`src/rtl/backend_command_responder.sv`:
```
`default_nettype none
// ============================================================================
//  Module      : backend_command_responder
//  Description : Stand-in backend for the Global Controller. Accepts read and
//                write commands, keeps writes in a small local memory and
//                returns read data in order after a fixed latency through a
//                bounded outstanding-read queue.
//  Revision    : 1.0 - initial release
// ============================================================================
module backend_command_responder #(
    parameter int ADDR_W   = 16,
    parameter int DATA_W   = 128,
    parameter int MEM_AW   = 4,
    parameter int READ_LAT = 4,
    parameter int QDEPTH   = 4
) (
    input  logic              i_clk,
    input  logic              i_rst_n,
    output logic              o_backend_controller_ready,
    input  logic              i_frontend_command_valid,
    input  logic [ADDR_W:0]   i_frontend_command,
    input  logic [DATA_W-1:0] i_frontend_write_data,
    input  logic              i_stall_backend_controller,
    input  logic              i_frontend_receive_ready,
    output logic              o_returned_data_valid,
    output logic [DATA_W-1:0] o_returned_data
);

    // ------------------------------------------------------------------------
    // Derived constants
    // ------------------------------------------------------------------------
    localparam int c_ptr_w     = $clog2(QDEPTH);
    localparam int c_cnt_w     = c_ptr_w + 1;
    localparam int c_mem_depth = 1 << MEM_AW;

    localparam logic [c_cnt_w-1:0] c_qdepth     = c_cnt_w'(QDEPTH);
    localparam logic [c_cnt_w-1:0] c_cnt_one    = c_cnt_w'(1);
    localparam logic [c_ptr_w-1:0] c_ptr_one    = c_ptr_w'(1);
    // Timer is loaded one short of the latency: the load edge itself counts
    // as the first cycle of the wait.
    localparam logic [3:0]         c_timer_init = 4'(READ_LAT - 1);

    // ------------------------------------------------------------------------
    // Storage
    // ------------------------------------------------------------------------
    logic [DATA_W-1:0]  r_mem     [c_mem_depth];
    logic [DATA_W-1:0]  r_q_data  [QDEPTH];
    logic [3:0]         r_q_timer [QDEPTH];
    logic [c_ptr_w-1:0] r_wr_ptr;
    logic [c_ptr_w-1:0] r_rd_ptr;
    logic [c_cnt_w-1:0] r_count;

    // ------------------------------------------------------------------------
    // Command decode
    // ------------------------------------------------------------------------
    logic              w_cmd_is_write;
    logic [MEM_AW-1:0] w_cmd_idx;
    logic              w_accept;
    logic              w_wr_accept;
    logic              w_rd_accept;
    logic [DATA_W-1:0] w_rd_data;

    assign w_cmd_is_write = i_frontend_command[ADDR_W];
    assign w_cmd_idx      = i_frontend_command[MEM_AW-1:0];

    // Address bits above the memory index alias silently onto the same entry.
    generate
        if (ADDR_W > MEM_AW) begin : g_addr_alias
            logic w_unused_addr_hi;
            assign w_unused_addr_hi = ^i_frontend_command[ADDR_W-1:MEM_AW];
        end
    endgenerate

    // Ready has no bypass from a same-cycle pop: only the registered
    // occupancy decides whether there is room.
    assign o_backend_controller_ready = i_rst_n
                                      & ~i_stall_backend_controller
                                      & (r_count < c_qdepth);

    assign w_accept    = i_frontend_command_valid & o_backend_controller_ready;
    assign w_wr_accept = w_accept &  w_cmd_is_write;
    assign w_rd_accept = w_accept & ~w_cmd_is_write;

    // Read data is captured at accept time; only one command is taken per
    // cycle so a read never races a write in the same cycle.
    assign w_rd_data   = r_mem[w_cmd_idx];

    // ------------------------------------------------------------------------
    // Queue head and return path
    // ------------------------------------------------------------------------
    logic              w_q_empty;
    logic [3:0]        w_head_timer;
    logic              w_pop;

    assign w_q_empty    = (r_count == '0);
    assign w_head_timer = r_q_timer[r_rd_ptr];

    // Valid is held until the controller takes the beat; head data cannot
    // change while the head entry stays in place, so data is stable too.
    assign o_returned_data_valid = ~w_q_empty & (w_head_timer == 4'd0);
    assign o_returned_data       = w_q_empty ? '0 : r_q_data[r_rd_ptr];
    assign w_pop                 = o_returned_data_valid & i_frontend_receive_ready;

    // ------------------------------------------------------------------------
    // Local memory: written on write accept, cleared by reset
    // ------------------------------------------------------------------------
    always_ff @(posedge i_clk or negedge i_rst_n) begin
        if (!i_rst_n) begin
            for (int i = 0; i < c_mem_depth; i++) begin
                r_mem[i] <= '0;
            end
        end else if (w_wr_accept) begin
            r_mem[w_cmd_idx] <= i_frontend_write_data;
        end
    end

    // ------------------------------------------------------------------------
    // Queue entries: all timers count down to zero, a push reloads its slot
    // ------------------------------------------------------------------------
    always_ff @(posedge i_clk or negedge i_rst_n) begin
        if (!i_rst_n) begin
            for (int i = 0; i < QDEPTH; i++) begin
                r_q_data[i]  <= '0;
                r_q_timer[i] <= '0;
            end
        end else begin
            for (int i = 0; i < QDEPTH; i++) begin
                if (r_q_timer[i] != 4'd0) begin
                    r_q_timer[i] <= r_q_timer[i] - 4'd1;
                end
            end
            // Later assignment overrides the decrement for the tail slot.
            if (w_rd_accept) begin
                r_q_data[r_wr_ptr]  <= w_rd_data;
                r_q_timer[r_wr_ptr] <= c_timer_init;
            end
        end
    end

    // ------------------------------------------------------------------------
    // Queue pointers and occupancy
    // ------------------------------------------------------------------------
    always_ff @(posedge i_clk or negedge i_rst_n) begin
        if (!i_rst_n) begin
            r_wr_ptr <= '0;
            r_rd_ptr <= '0;
            r_count  <= '0;
        end else begin
            if (w_rd_accept) begin
                r_wr_ptr <= r_wr_ptr + c_ptr_one;
            end
            if (w_pop) begin
                r_rd_ptr <= r_rd_ptr + c_ptr_one;
            end
            case ({w_rd_accept, w_pop})
                2'b10:   r_count <= r_count + c_cnt_one;
                2'b01:   r_count <= r_count - c_cnt_one;
                default: r_count <= r_count;
            endcase
        end
    end

endmodule
`default_nettype wire
```
`config.mk`:
```
export PLATFORM = sky130hd
export DESIGN_NAME = backend_command_responder
export DESIGN_NICKNAME = d
export VERILOG_FILES = /design/src/rtl/backend_command_responder.sv
export SDC_FILE = /design/constraint.sdc
export NUM_CORES = 2
export LEC_CHECK = 0
export CORE_UTILIZATION = 60
export DETAILED_ROUTE_END_ITERATION = 10
export GPL_TIMING_DRIVEN = 1
export PLACE_DENSITY = 0.77
export REMOVE_ABC_BUFFERS = 1
export SLEW_MARGIN = 10
export SYNTH_ARGS = -nofsm -noshare
export SYNTH_HDL_FRONTEND = slang
export SYNTH_SLANG_ARGS = --single-unit
```
`constraint.sdc`:
```
create_clock -name i_clk -period 2.7 [get_ports i_clk]
set_input_delay 0.54 -clock i_clk [delete_from_list [all_inputs] [get_ports i_clk]]
set_output_delay 0.54 -clock i_clk [all_outputs]
set_load 0.1 [all_outputs]
```
Word-level counts from Yosys, hierarchy flattened
Cells that the tools add are included.

Magnitude comparators: 6. Multiplexer cells: 24. $add $sub $neg: 8. Reductions and logical operators: 9. Eq/ne operators: 2. Bitwise logic cells: 16.

Operators by type and width (count): 2048-bit bitwise mux (1); 128-bit 2-to-1 mux (7); 128-bit binary-select mux with 4-bit select (1); 512-bit bitwise mux (1); 128-bit demux with 4-bit select (1); 128-bit binary-select mux with 2-bit select (1); 128-bit demux with 2-bit select (1); 4-bit 2-to-1 mux (7); 16-bit 2-to-1 mux (1); 4-bit nonzero test (4); 4-bit by 1-bit subtractor with 4-bit output (second input constant) (4); 8-bit AND (1); 4-bit binary-select mux with 2-bit select (1); 4-bit demux with 2-bit select (1); 8-bit NOT (1); 8-bit bitwise OR (1); 1-bit AND (7); 3-bit greater-or-equal comparator (second input constant) (2); 2-bit NOT with 3-bit output (2); 3-bit one-hot mux with 2 select lines (1); 5-bit greater-or-equal comparator (second input constant) (1); 5-bit by 1-bit less-than comparator with 1-bit output (second input constant) (1); 4-bit NOT with 5-bit output (1); 2-bit by 1-bit adder with 2-bit output (second input constant) (2); 11 further kinds (14).

Register bits after elaboration: 2583. Word-level logic and storage cells: 92. Output and inout port bits: 130. Input port bits: 150.

Longest topological paths before layout
Word-level depth: 9. Depth in mapped cells: 11. Mapped depth without buffers: 9.

Least setup slack after synthesis
No wires, ideal clock.

Kind: in2reg. Start point: input i_stall_backend_controller. End point: register r_mem[1287] (netlist name). Stages on the path: 7. Path buffers: 3. Arrival time: 4182 ps. Data required time: 2575 ps. Setup time: 125 ps. Setup slack: -1607 ps. Cell sequence: nor3b_1 and4_1 buf_2 and3b_1 buf_2 buf_4 mux2_2.

Longest elaborated chain between the ends: 5.

Ends and longest elaborated chain: start, declared (line 23) `input logic i_stall_backend_controller,`; 1-bit NOT (line 77) `& ~i_stall_backend_controller`; 1-bit AND (line 77); 1-bit AND (line 78) `& (r_count < c_qdepth);`; 1-bit AND (line 80) `assign w_accept = i_frontend_command_valid & o_backend_controller_ready;`; 1-bit AND (line 81) `assign w_wr_accept = w_accept & w_cmd_is_write;`; end signal, assigned by index (line 113) `r_mem[w_cmd_idx] <= i_frontend_write_data;`; end, declared (line 46) `logic [DATA_W-1:0] r_mem [c_mem_depth];`.

Every way passes these cells. A chain may end at the register's enable or synchronous reset.

Worst setup path after layout
Start point: register r_rd_ptr[0]. End point: output o_returned_data[46].

Longest elaborated chain between the ends: 5.

Ends and longest elaborated chain: start, declared (line 50) `logic [c_ptr_w-1:0] r_rd_ptr;`; start signal, assigned (line 153) `r_rd_ptr <= r_rd_ptr + c_ptr_one;`; 2-bit NOT with 3-bit output (implied by the code) (line 101) `assign o_returned_data = w_q_empty ? '0 : r_q_data[r_rd_ptr];`; 128-bit binary-select mux with 2-bit select (line 101); 128-bit 2-to-1 mux (implied by the code) (2 in series) (line 101); 128-bit 2-to-1 mux (line 101); end, declared (line 26) `output logic [DATA_W-1:0] o_returned_data`.

Every way passes these cells. The select of a mux whose other input is x is not followed.

==> metrics.txt <==
Worst Hold Slack approximately 190 ps; clock skew about 46 ps; Cells after Synth roughly 8300; CP startpoint r_rd_ptr[0]; core area between 150000 and 200000 sq um; DR WL/cell 29.20 microns; I/O pins 280; Reg2Reg Depth 8; layout cell share with drive strength beyond 1 0.4428; area share of the largest cell type after synthesis 0.5365; Avg Cell Area, Syn 14.48 sq um; sw frac 0.3202; CTS Buf Count between 200 and 300; TritonCTS clock tree built; chip width about 450 microns; Antenna Violating Nets Remaining 0; first-pass GRT wire length 507.6 mm; most common cell after layout, fill and taps aside dfrtp_1; main flop type after synthesis dfrtp_1; Worst Path Arrival 2920 ps; # rows between 150 and 200; Die Height ~450 microns; slew margin rel. 0.3153; Worst R2R Setup Slack approximately 140 ps; crit-path cells buf_6, buf_12, buf_16, mux4_2, and2_4, buf_12; Root Driver clkbuf_16; Max-cap violations 0; drt pass-1 iters 6; startpoint type of the worst setup path flip-flop; critical path's most frequent cell buf_12; Hold EP r_q_data[470]; Hold WC Path Type in2reg; initial DRC count slightly above 7000; Layout Utilization 0.6992; final setup fails about 130; Via Count between 70000 and 80000; worst vdd ir between 0.0008 and 0.0009 V; # DRC 0; Synth async-reset ratio 1.000; failing checks setup timing; Die Area approximately 200000 sq um; GRT overflow 0; total power 119800 uW; Reg2Reg Launch Point r_count[2]; total track usage 0.3289; reg-to-reg endpoint r_mem[1979]; period utilization 1.280; max-slew violations 0; switching power around 38000 uW; pwr dens around 860 nW/um^2; Worst Path Max Fanout 7; YS warnings 0; share of the yosys chip area belonging to registers 0.5365; Design Area, Final between 100000 and 150000 sq um; Fin Setup TNS -83180 ps; Req. time, crit path approximately 2200 ps; fin crit period ~3500 ps; Leakage 0.06527 uW; drt total wl about 330 mm; top post-synthesis cells by area dfrtp_1, mux2_2, mux2i_1; largest net degree at the start of global routing 177; FILL cells 12965; Clk pin slew, worst setup/hold paths roughly 60 ps; Internal a little over 80000 uW; Clk network pwr share 0.311; drt via density 6.692; setup ws final -756.5 ps; CP Class reg2out; Port Buffers between 200 and 300; Comb pwr share 0.296; layout overhead on the synthesized area 15.87%; initial antenna violation count 32; gp weighted congestion about 0.82; RSZ-0062 raised after global routing true; # clock sinks roughly 2600; Multi-input gate area between 50000 and 60000 sq um; Sequential Area ~65000 sq um; number of global-route vias before repair between 80000 and 90000; power share of the sequential group 0.392; Worst Setup End Kind output pin; Worst Hold Launch i_frontend_command[3]; Skew-Pair Late Insertion Delay 950 ps; hold depth 3; FF+latch count, synth between 2000 and 3000; slew at the pin closest to its max-slew limit between 1000 and 1500 ps; DP Area between 100000 and 150000 sq um; CP peak stage delay approximately 630 ps; CTS Buffer Depth 4; most frequent cells in the layout dfrtp_1, mux2_2, mux2i_1; Max Fclk a little under 300 MHz; DPL Wire Length around 200 mm; Slowest-stage cell, CP mux4_2; Post-synth EDFFs 0; starting density of the core 0.6034; mapped cell area about 120000 sq um; CTS H-tree depth 5; synth unique cells 43; Final Hold Viols 0; status complete, but fails checks; Final nets around 9000; Synth area leader dfrtp_1
-- final cells by class --
| class | count | area share |
|---|---|---|
| well taps | 2656 | 0.02380 |
| inverters | 15 | 0.0004033 |
| clock buffers | 410 | 0.05877 |
| flip-flops and latches | 2583 | 0.4631 |
| repair buffers | 730 | 0.07665 |
| multi-input cells | 4969 | 0.3729 |
| diodes | 16 | 0.0002868 |
| clock inverters | 55 | 0.004141 |
-- power by group through the flow --
stage                     sequential [uW]  combinational (uW)  clock [uW]
after floorplan                     47000               19400           0
after global placement              46900               32100           0
after detailed placement            47500               32700           0
after CTS                           46800               34500       37600
after global routing                47500               37000       39200
final                               47000               35500       37300
-- registers in the layout, indices dropped and copies added (netlist names) --
signal	cells
r_rd_ptr	2
r_q_timer	16
r_count	3
r_q_data	512
r_mem	2048
r_wr_ptr	2
-- worst max-delay path: cells and delay by family (launching register included) --
kind	cells	cell delay, ps
muxes	1	630
DFF	1	470
and+or+nand+nor	1	220
buffers and inverters	4	630
-- metal layers --
metal	share of wire	wire (microns)	global-route usage
met3	0.072	23870	0.05772
met1	0.41	136600	0.4501
met2	0.48	160400	0.5251
met4	0.039	12900	0.1323
met5	0.00038	126	0
-- Yosys cell counts, drive strengths merged, types with 2 or more instances --
cell type	n
dfrtp	2583
mux2	2204
mux2i	872
buf	424
mux4	384
nor2	370
clkbuf	332
a31oi	256
o221ai	256
o22ai	229
and2	129
or2	128
nand2	28
a221oi	27
inv	15
nor3b	10
ha	9
nand3b	7
xnor2	7
a21oi	6
nand2b	6
o21ai	5
and3	4
nand3	4
nor3	4
or3b	4
and3b	3
nor2b	3
xor2	3
a22oi	2
or3	2
-- stage by stage --
stage | instances | setup WS, ps
after CTS | 11403 | -768.4
final | 11434 | -756.5
after floorplan | 7567 | -12810
after global placement | 10916 | -323.2
after global routing | 11434 | -777.1
after detailed placement | 10916 | -320.3
-- cells by family after synthesis --
| logic type | synth area share |
|---|---|
| buffers and inverters | 0.03612 |
| xor gates and xnor gates | 0.0007270 |
| and+or+nand+nor | 0.02878 |
| muxes | 0.3502 |
| AOI/OAI and AO/OA | 0.04655 |
| adders and majority gates | 0.001101 |
| DFF | 0.5365 |
-- how the worst max path moves through the flow --
stage / to / slack, ps / cells after the start
2_1_floorplan: r_q_data[101] / -12810 / 4
3_3_place_gp: r_mem[1924] / -320 / 9
3_5_place_dp: r_mem[2012] / -320 / 9
4_1_cts: o_returned_data[124] / -770 / 5
5_1_grt: o_returned_data[46] / -780 / 6
6_report: o_returned_data[46] / -760 / 6
-- repair_timing --
| action | 4_1_cts | 5_1_grt |
|---|---|---|
| buffers inserted | 13 | 18 |
| gates resized for setup | 112 | 92 |
| setup endpoints to repair | 129 | 130 |
| endpoints found under the hold margin | 35 | 0 |
| pin swaps | 2 | 3 |
| hold buffers | 1 | 0 |
| gates cloned | 8 | 6 |
(Power assumes the default switching activity.)
